**src/rtl/mem_port_arbiter_pkg.sv**
```systemverilog
// Shared definitions for the data-memory port arbiter.
// Halfword order is big-endian: the halfword at addr holds bits [31:16],
// the halfword at addr+2 holds bits [15:0].
package mem_port_arbiter_pkg;

    typedef enum logic [1:0] {
        IDLE    = 2'd0,
        D_BEAT1 = 2'd1,
        D_RTAIL = 2'd2
    } mem_arb_state_t;

    // Byte distance between the two halfword beats of a 32-bit access.
    localparam int unsigned HALF_STEP = 2;

    // Rebuild a word from its beat-0 (high) and beat-1 (low) halfwords.
    function automatic logic [31:0] join_halves(input logic [15:0] hi, input logic [15:0] lo);
        return {hi, lo};
    endfunction

endpackage

```
**src/rtl/mem_port_arbiter.sv**
```systemverilog
// Shares the single 16-bit memory port between instruction fetch and the
// execute/memory stage. Data accesses win unless fetch_turn is set, which a
// completed data access raises so the next contested slot goes to fetch.
module mem_port_arbiter
    import mem_port_arbiter_pkg::*;
#(
    parameter int unsigned ADDR_W = 32
) (
    input  logic              clk_i,
    input  logic              rst_i,
    input  logic              if_req_i,
    input  logic [ADDR_W-1:0] if_addr_i,
    output logic              if_gnt_o,
    output logic              if_rvalid_o,
    output logic [15:0]       if_rdata_o,
    output logic              stall_if_o,
    input  logic              d_req_i,
    input  logic              d_we_i,
    input  logic [ADDR_W-1:0] d_addr_i,
    input  logic [31:0]       d_wdata_i,
    output logic              d_gnt_o,
    output logic              d_done_o,
    output logic [31:0]       d_rdata_o,
    output logic [ADDR_W-1:0] mem_addr_o,
    output logic              mem_re_o,
    output logic              mem_we_o,
    output logic [15:0]       mem_wdata_o,
    input  logic [15:0]       mem_rdata_i
);

    localparam logic [ADDR_W-1:0] ALIGN_MASK = ~ADDR_W'(1);

    mem_arb_state_t    r_state;
    mem_arb_state_t    w_state_next;
    logic [15:0]       r_hi;
    logic [ADDR_W-1:0] r_addr;
    logic [31:0]       r_wdata;
    logic              r_we;
    logic              r_fetch_turn;
    logic              r_if_rvalid;

    logic              w_latch;
    logic              w_cap_hi;
    logic              w_set_turn;
    logic [ADDR_W-1:0] w_beat1_addr;

    // Wraps modulo 2^ADDR_W by construction.
    assign w_beat1_addr = r_addr + ADDR_W'(HALF_STEP);

    // Next-state, beat issue and requester handshakes; everything forced to 0 in reset.
    always_comb begin
        w_state_next = r_state;
        w_latch      = 1'b0;
        w_cap_hi     = 1'b0;
        w_set_turn   = 1'b0;
        if_gnt_o     = 1'b0;
        if_rvalid_o  = r_if_rvalid;
        if_rdata_o   = mem_rdata_i;
        stall_if_o   = 1'b0;
        d_gnt_o      = 1'b0;
        d_done_o     = 1'b0;
        d_rdata_o    = '0;
        mem_addr_o   = '0;
        mem_re_o     = 1'b0;
        mem_we_o     = 1'b0;
        mem_wdata_o  = '0;

        unique case (r_state)
            IDLE: begin
                if (d_req_i && !(r_fetch_turn && if_req_i)) begin
                    mem_addr_o   = d_addr_i & ALIGN_MASK;
                    mem_re_o     = ~d_we_i;
                    mem_we_o     = d_we_i;
                    mem_wdata_o  = d_we_i ? d_wdata_i[31:16] : 16'h0000;
                    d_gnt_o      = 1'b1;
                    w_latch      = 1'b1;
                    w_state_next = D_BEAT1;
                end else if (if_req_i) begin
                    mem_addr_o = if_addr_i & ALIGN_MASK;
                    mem_re_o   = 1'b1;
                    if_gnt_o   = 1'b1;
                end
            end
            D_BEAT1: begin
                mem_addr_o  = w_beat1_addr;
                mem_re_o    = ~r_we;
                mem_we_o    = r_we;
                mem_wdata_o = r_we ? r_wdata[15:0] : 16'h0000;
                if (r_we) begin
                    d_done_o     = 1'b1;
                    w_set_turn   = 1'b1;
                    w_state_next = IDLE;
                end else begin
                    w_cap_hi     = 1'b1;
                    w_state_next = D_RTAIL;
                end
            end
            D_RTAIL: begin
                d_done_o     = 1'b1;
                d_rdata_o    = join_halves(r_hi, mem_rdata_i);
                w_set_turn   = 1'b1;
                w_state_next = IDLE;
                // Port is free while the second read returns: only fetch may use it.
                if (if_req_i) begin
                    mem_addr_o = if_addr_i & ALIGN_MASK;
                    mem_re_o   = 1'b1;
                    if_gnt_o   = 1'b1;
                end
            end
            default: w_state_next = IDLE;
        endcase

        stall_if_o = if_req_i & ~if_gnt_o;

        if (rst_i) begin
            if_gnt_o    = 1'b0;
            if_rvalid_o = 1'b0;
            if_rdata_o  = '0;
            stall_if_o  = 1'b0;
            d_gnt_o     = 1'b0;
            d_done_o    = 1'b0;
            d_rdata_o   = '0;
            mem_addr_o  = '0;
            mem_re_o    = 1'b0;
            mem_we_o    = 1'b0;
            mem_wdata_o = '0;
        end
    end

    // State register, access latches, fairness flag and fetch read-valid.
    always_ff @(posedge clk_i) begin
        if (rst_i) begin
            r_state      <= IDLE;
            r_hi         <= '0;
            r_addr       <= '0;
            r_wdata      <= '0;
            r_we         <= 1'b0;
            r_fetch_turn <= 1'b0;
            r_if_rvalid  <= 1'b0;
        end else begin
            r_state     <= w_state_next;
            r_if_rvalid <= if_gnt_o;
            if (w_latch) begin
                r_addr  <= d_addr_i & ALIGN_MASK;
                r_wdata <= d_wdata_i;
                r_we    <= d_we_i;
            end
            if (w_cap_hi) begin
                r_hi <= mem_rdata_i;
            end
            // A fetch grant consumes the fetch slot, even in the cycle a load completes.
            if (if_gnt_o) begin
                r_fetch_turn <= 1'b0;
            end else if (w_set_turn) begin
                r_fetch_turn <= 1'b1;
            end
        end
    end

endmodule

```
**config.mk**
```make
export PLATFORM = sky130hd
export DESIGN_NAME = mem_port_arbiter
export DESIGN_NICKNAME = d
export VERILOG_FILES = /design/src/rtl/mem_port_arbiter_pkg.sv /design/src/rtl/mem_port_arbiter.sv
export SDC_FILE = /design/constraint.sdc
export NUM_CORES = 1
export LEC_CHECK = 0
export BUFFER_PORTS_ARGS = -buffer_cell sky130_fd_sc_hd__buf_2
export CORE_UTILIZATION = 49
export CTS_CLUSTER_DIAMETER = 30
export DETAILED_ROUTE_END_ITERATION = 6
export PLACE_DENSITY_LB_ADDON = 0.15
export SYNTH_ARGS = -nofsm -noshare
export SYNTH_HDL_FRONTEND = slang
export SYNTH_SLANG_ARGS = --single-unit
export TNS_END_PERCENT = 100
```
**constraint.sdc**
```tcl
create_clock -name clk_i -period 6.8 [get_ports clk_i]
set_clock_uncertainty 0.05 [all_clocks]
set_input_delay 1.36 -clock clk_i [delete_from_list [all_inputs] [get_ports clk_i]]
set_output_delay 1.36 -clock clk_i [all_outputs]
set_load 0.1 [all_outputs]
```
== Word-level counts from Yosys, hierarchy flattened ==
Cells that the tools add are included.

* Register bits after elaboration: 68
* Latch bits: 0
* RAM bits: 0
* ROM bits: 0
* Bits of input ports: 117
* Output and inout bits: 103
* Word-level logic and storage cells: 55
* Memories: 0

* Add/sub/neg operators: 1
* Multiply operators: 0
* Div/mod/pow operators: 0
* Magnitude comparators: 0
* Equality and inequality tests: 3
* Shift operators: 0
* Multiplexer cells: 35
* Bitwise operators: 4
* Reductions and logical operators: 5

{| class="wikitable"
|+ Operators by type and width
! kind !! count
|-
| two-way mux 32 bit || 5
|-
| one-hot mux 32 bit (3 select lines) || 1
|-
| two-way mux 16 bit || 5
|-
| adder 32 x 2 -> 32 bit, second input constant || 1
|-
| one-hot mux 16 bit (2 select lines) || 1
|-
| two-way mux 1 bit || 16
|-
| one-hot mux 1 bit (2 select lines) || 3
|-
| two-way mux 2 bit || 2
|-
| one-hot mux 2 bit (2 select lines) || 1
|-
| inverter 1 bit || 3
|-
| one-hot mux 1 bit (3 select lines) || 1
|-
| equality test 2 x 1 -> 1 bit, second input constant || 1
|-
| equality test 2 bit, second input constant || 1
|-
| logical AND 1 bit || 2
|-
| zero test 2 bit || 1
|-
| inequality test 2 bit, second input constant || 1
|-
| OR reduction 2 bit || 1
|-
| bitwise AND 1 bit || 1
|-
| zero test 1 bit || 1
|}

== Longest topological paths before layout ==
* Depth in word-level cells: 8
* Gate-level depth with buffers: 8
* Gate-level depth less buffers: 6

== Least setup slack after synthesis ==
Ideal clock, no wire load.

* Path type: input -> output
* Start: input if_req_i
* End: output stall_if_o
* Data arrival time: 3.991 ns
* Required time: 5.390 ns
* Path slack: 1.399 ns
* Stages: 4
* Buffers on the path: 1
* Cells stage by stage: o21ai_0 > a21oi_1 > clkbuf_1 > nor3b_1

* Longest elaborated chain between the ends: 8
* Elaborated cells on any way between the ends: 9
* Classes of those cells: 4 x mux; 2 x bitwise; 3 x reduce/logical

{| class="wikitable"
|+ RTL lines
! element !! RTL line !! RTL
|-
| from (decl) || mem_port_arbiter.sv:11 || <nowiki>input logic if_req_i,</nowiki>
|-
| logical AND 1 bit || mem_port_arbiter.sv:70 || <nowiki>if (d_req_i && !(r_fetch_turn && if_req_i)) begin</nowiki>
|-
| zero test 1 bit || mem_port_arbiter.sv:70 ||
|-
| logical AND 1 bit || mem_port_arbiter.sv:70 ||
|-
| two-way mux 1 bit || mem_port_arbiter.sv:70 ||
|-
| one-hot mux 1 bit (2 select lines) || mem_port_arbiter.sv:68 || <nowiki>unique case (r_state)</nowiki>
|-
| inverter 1 bit || mem_port_arbiter.sv:113 || <nowiki>stall_if_o = if_req_i & ~if_gnt_o;</nowiki>
|-
| bitwise AND 1 bit * || mem_port_arbiter.sv:113 ||
|-
| two-way mux 1 bit * || mem_port_arbiter.sv:115 || <nowiki>if (rst_i) begin</nowiki>
|-
| to (decl) || mem_port_arbiter.sv:16 || <nowiki>output logic stall_if_o,</nowiki>
|}

Every way passes the cells marked *; elsewhere a longest branch is shown, timed or not.

== Worst setup path in the final report ==
* Start: input d_req_i
* End: output mem_addr_o[26]

* Longest elaborated chain between the ends: 4

{| class="wikitable"
|+ RTL lines
! element !! RTL line !! RTL
|-
| from (decl) || mem_port_arbiter.sv:17 || <nowiki>input logic d_req_i,</nowiki>
|-
| logical AND 1 bit || mem_port_arbiter.sv:70 ||
|-
| two-way mux 32 bit || mem_port_arbiter.sv:70 ||
|-
| one-hot mux 32 bit (3 select lines) || mem_port_arbiter.sv:68 ||
|-
| two-way mux 32 bit || mem_port_arbiter.sv:115 ||
|-
| to (decl) || mem_port_arbiter.sv:24 || <nowiki>output logic [ADDR_W-1:0] mem_addr_o,</nowiki>
|}

No other way between the ends.

==> flow_summary.json <==
{
  "synth-xor-area-share_pct": 4.406,
  "synth-main-ff-cell": "dfxtp_1",
  "crit_start": "d_req_i",
  "yosys_register_bits": 68,
  "route.top_layer_used": "met4",
  "power_leakage_nw": 2.452,
  "synth.most_common_cell": "nand2_1",
  "cts.clk_slew.worst_paths_ns": 0.07,
  "synth_area_mm2": 0.004174,
  "synth_top_cell_area_share_pct": 32.61,
  "crit_path_max_fanout": 52,
  "period_needed_ns": 5.192,
  "final-hold-violation-count": 0,
  "whs_path_depth": 2,
  "criticalPathCategory": "input port to output pin",
  "crit_chain": "buf_2, a21boi_0, and2_2, a22oi_1, o22ai_1, buf_2",
  "postcts_setup_bufs": 0,
  "finalNonFillerCells": 888,
  "design.die.area_mm2": 0.008892,
  "vdd_drop_max_mv": 0.1383,
  "initialDrtViolationCount": 223,
  "num-nets-final": 901,
  "post_synth_and_or_nand_nor_area_fraction_pct": 33.69,
  "post_synth_most_frequent_cells": "144 x nand2_1, 68 x a21oi_1, 68 x dfxtp_1, 44 x clkbuf_1, 38 x nor2_1",
  "worst_r2r_path_depth": 5,
  "layout-drive-gt1-share_pct": 31.03,
  "grt_util_all_layers_pct": 26.71,
  "syn-instance-count": 598,
  "synth_area_leaders": "dfxtp_1 33%, nand2_1 13%, a21oi_1 8.2%",
  "crit_arrival_ns": 3.78,
  "cts_max_level": 3,
  "cts_inserted_buffers": 9,
  "synth_top_family_by_area": "simple AND/OR/NAND/NOR gates",
  "avgRoutedWirePerCell_um": 13.87,
  "syn-num-nets": 721,
  "rsz_0062_raised_after_global_routing": "no",
  "fp.coreArea_mm2": 0.008217,
  "ys_async_sr_fraction_pct": 0,
  "synth_fa_ha_area_share_pct": 1.799,
  "floorplan.initialDensity_pct": 50.80,
  "achievable-frequency_mhz": 192.6,
  "dr.pass1.iters": 5,
  "final_wtd_congestion": 0.8080,
  "fillerInstances": 760,
  "timing.rr.start": "r_state[1]",
  "worstSkewPairLatency_ns": 0.32,
  "drv_cap": 0,
  "num_clock_sinks": 68,
  "grt_pass1_wl_um": 18950,
  "final_instance_area_mm2": 0.005460,
  "max_slew_headroom_pct": 22.90,
  "die_w_um": 94.30,
  "ctsResizeCount": 0,
  "worstHoldPathType": "flop to flop",
  "timing.final.ws_setup_ns": 1.608,
  "power-per-cell-area_mw_per_mm2": 231.2,
  "finalWirelength_um": 12320,
  "place_area_mm2": 0.005235,
  "yosys-mux-area-fraction_pct": 0,
  "tritoncts": "built",
  "floorplan.die.height_um": 94.30,
  "min_delay_worst_endpoint": "r_hi[7]",
  "final.setup.tns_ns": 0,
  "n_antenna_cell": 0,
  "met3_length_um": 866,
  "min_from": "r_hi[7]",
  "met2_length_um": 6196,
  "critPathSlowestCell": "and2_2",
  "cts_root_buf": "clkbuf_8",
  "route.detailed.vias_per_inst": 5.489,
  "boundaryPins": 220,
  "worst_case_register_to_register_setup_slack_ns": 4.26,
  "dr_total_vias": 4874,
  "critical-path-max-stage-delay_ns": 0.87,
  "grt_antenna_before_repair": 0,
  "final-max-slew-violation-count": 0,
  "port_buffers": 216,
  "total_setup_violations_reported_at_the_end_of_the_flow": 0,
  "worst_setup_path_start_kind": "input port",
  "cp.buffers_inverters": 2,
  "tightestPinTransition_ns": 1.154,
  "number_of_enable_type_register_cells_in_the_synthesized_netlist": 0,
  "globalRoute.totalOverflow": 0,
  "yosys.area.top_type": "dfxtp_1",
  "ys_types": 39,
  "share_of_the_synthesized_area_in_compound_gates_ao_oa_aoi_oai_pct": 22.15,
  "postSynthAreaPerCell_um2": 6.980,
  "detail_route.drc_violations": 0,
  "run_status": "completed",
  "critPathMostFrequentCell": "buf_2",
  "placedCellCount": 872,
  "place_worst_setup_slack_ns": 1.653,
  "critPathTopFamily": "compound AO/OA/AOI/OAI gates",
  "cts_max_path_buffers": 2,
  "synth_sequential_area_ratio_pct": 32.61,
  "grt_pass1_vias": 4198,
  "totalPowerFinal_mw": 1.263,
  "end_kind": "output pin",
  "cts_hold_repair.buffers": 0,
  "worstPathRequired_ns": 5.39,
  "placementRows": 33,
  "post_detailed_route_count_of_antenna_violating_nets": 0,
  "ys.warnings.count": 0,
  "detail_route.wirelength.met1_um": 5080,
  "grt_start_max_net_pins": 53,
  "worst_r2r_endpoint": "r_hi[11]",
  "min_period_over_period_pct": 76.36,
  "synthToLayoutAreaGrowth_pct": 30.82,
  "dp.final_hpwl_um": 8598
}
==> cells by family (layout without fill, tap and decap cells) <==
kind of cell	Yosys count	in the layout
AND/OR/NAND/NOR	295	295
AO/OA/AOI/OAI	150	150
flip-flops	68	68
buffers and inverters	57	242
XOR/XNOR	21	21
adder cells (fa/ha/maj)	6	6
other	1	1
==> layer usage <==
layer  GRT usage, %  vias up
met1          31.83     2227
met4          10.26        0
met3          4.450       15
met2          47.34      206
met5              0        -
li1               -     2426
==> registers in the layout, summed over array words and instances (netlist names) <==
signal,cells
r_addr,31
r_hi,16
r_wdata,16
r_state,2
r_fetch_turn,1
r_if_rvalid,1
r_we,1
==> per-stage QoR <==
step / hold WS, ns / util (%)
after CTS: 0.4018 / 66.45
after global placement: 0.3897 / 63.71
after global routing: 0.4183 / 66.45
final: 0.4003 / 66.45
after floorplan: 0.3817 / -
after detailed placement: 0.3920 / 63.71
==> area by class of cell <==
type	count	area (um^2)	area share, %
timing repair buffer	220	1111	20.35
sequential	68	1361	24.93
multi-input combinational	473	2609	47.78
clock inverter	6	87.58	1.604
tap	105	131.4	2.406
inverter	6	22.52	0.4125
clock buffer	10	137.6	2.521
==> where the power goes <==
part           switching, mW  internal (mW)
Clock                  0.155          0.217
Sequential            0.0275          0.427
Combinational          0.337         0.0991
==> worst reg2reg max path, cell delays in order (launching register included) <==
cell and delay [ns]:
dfxtp_1 0.34, inv_1 0.09, ha_1 0.74, nor2b_1 0.93, nand2_1 0.15, a21oi_1 0.17
==> cells in the final DEF, fill, tap and decap left out, types with 4 or more instances in the layout <==
cell      count
buf_2       216
and4_1        6
nor3_1        5
nand3_1      17
nand2_1     143
a31oi_1      10
nand4_1       6
and3_1        4
nor4_1        8
nor2_1       38
buf_4         4
o31a_1        4
xnor2_1      13
a22oi_1      31
clkbuf_8     10
xor2_1        8
a21oi_1      67
ha_1          6
inv_1         6
a222oi_1      7
and2_1       34
o21ai_0      11
dfxtp_1      68
nor2b_1      22
o22ai_1      13
==> worst max path at each step <==
stage / end / slack, ns / depth (start not counted)
6_report: mem_addr_o[26] / 1.61 / 6
5_1_grt: mem_addr_o[26] / 1.45 / 6
4_1_cts: mem_addr_o[10] / 1.65 / 6
3_5_place_dp: mem_addr_o[26] / 1.65 / 6
3_3_place_gp: mem_addr_o[13] / 1.70 / 6
2_1_floorplan: stall_if_o / 1.40 / 4
Note: power is estimated with default switching activity, not from simulation.
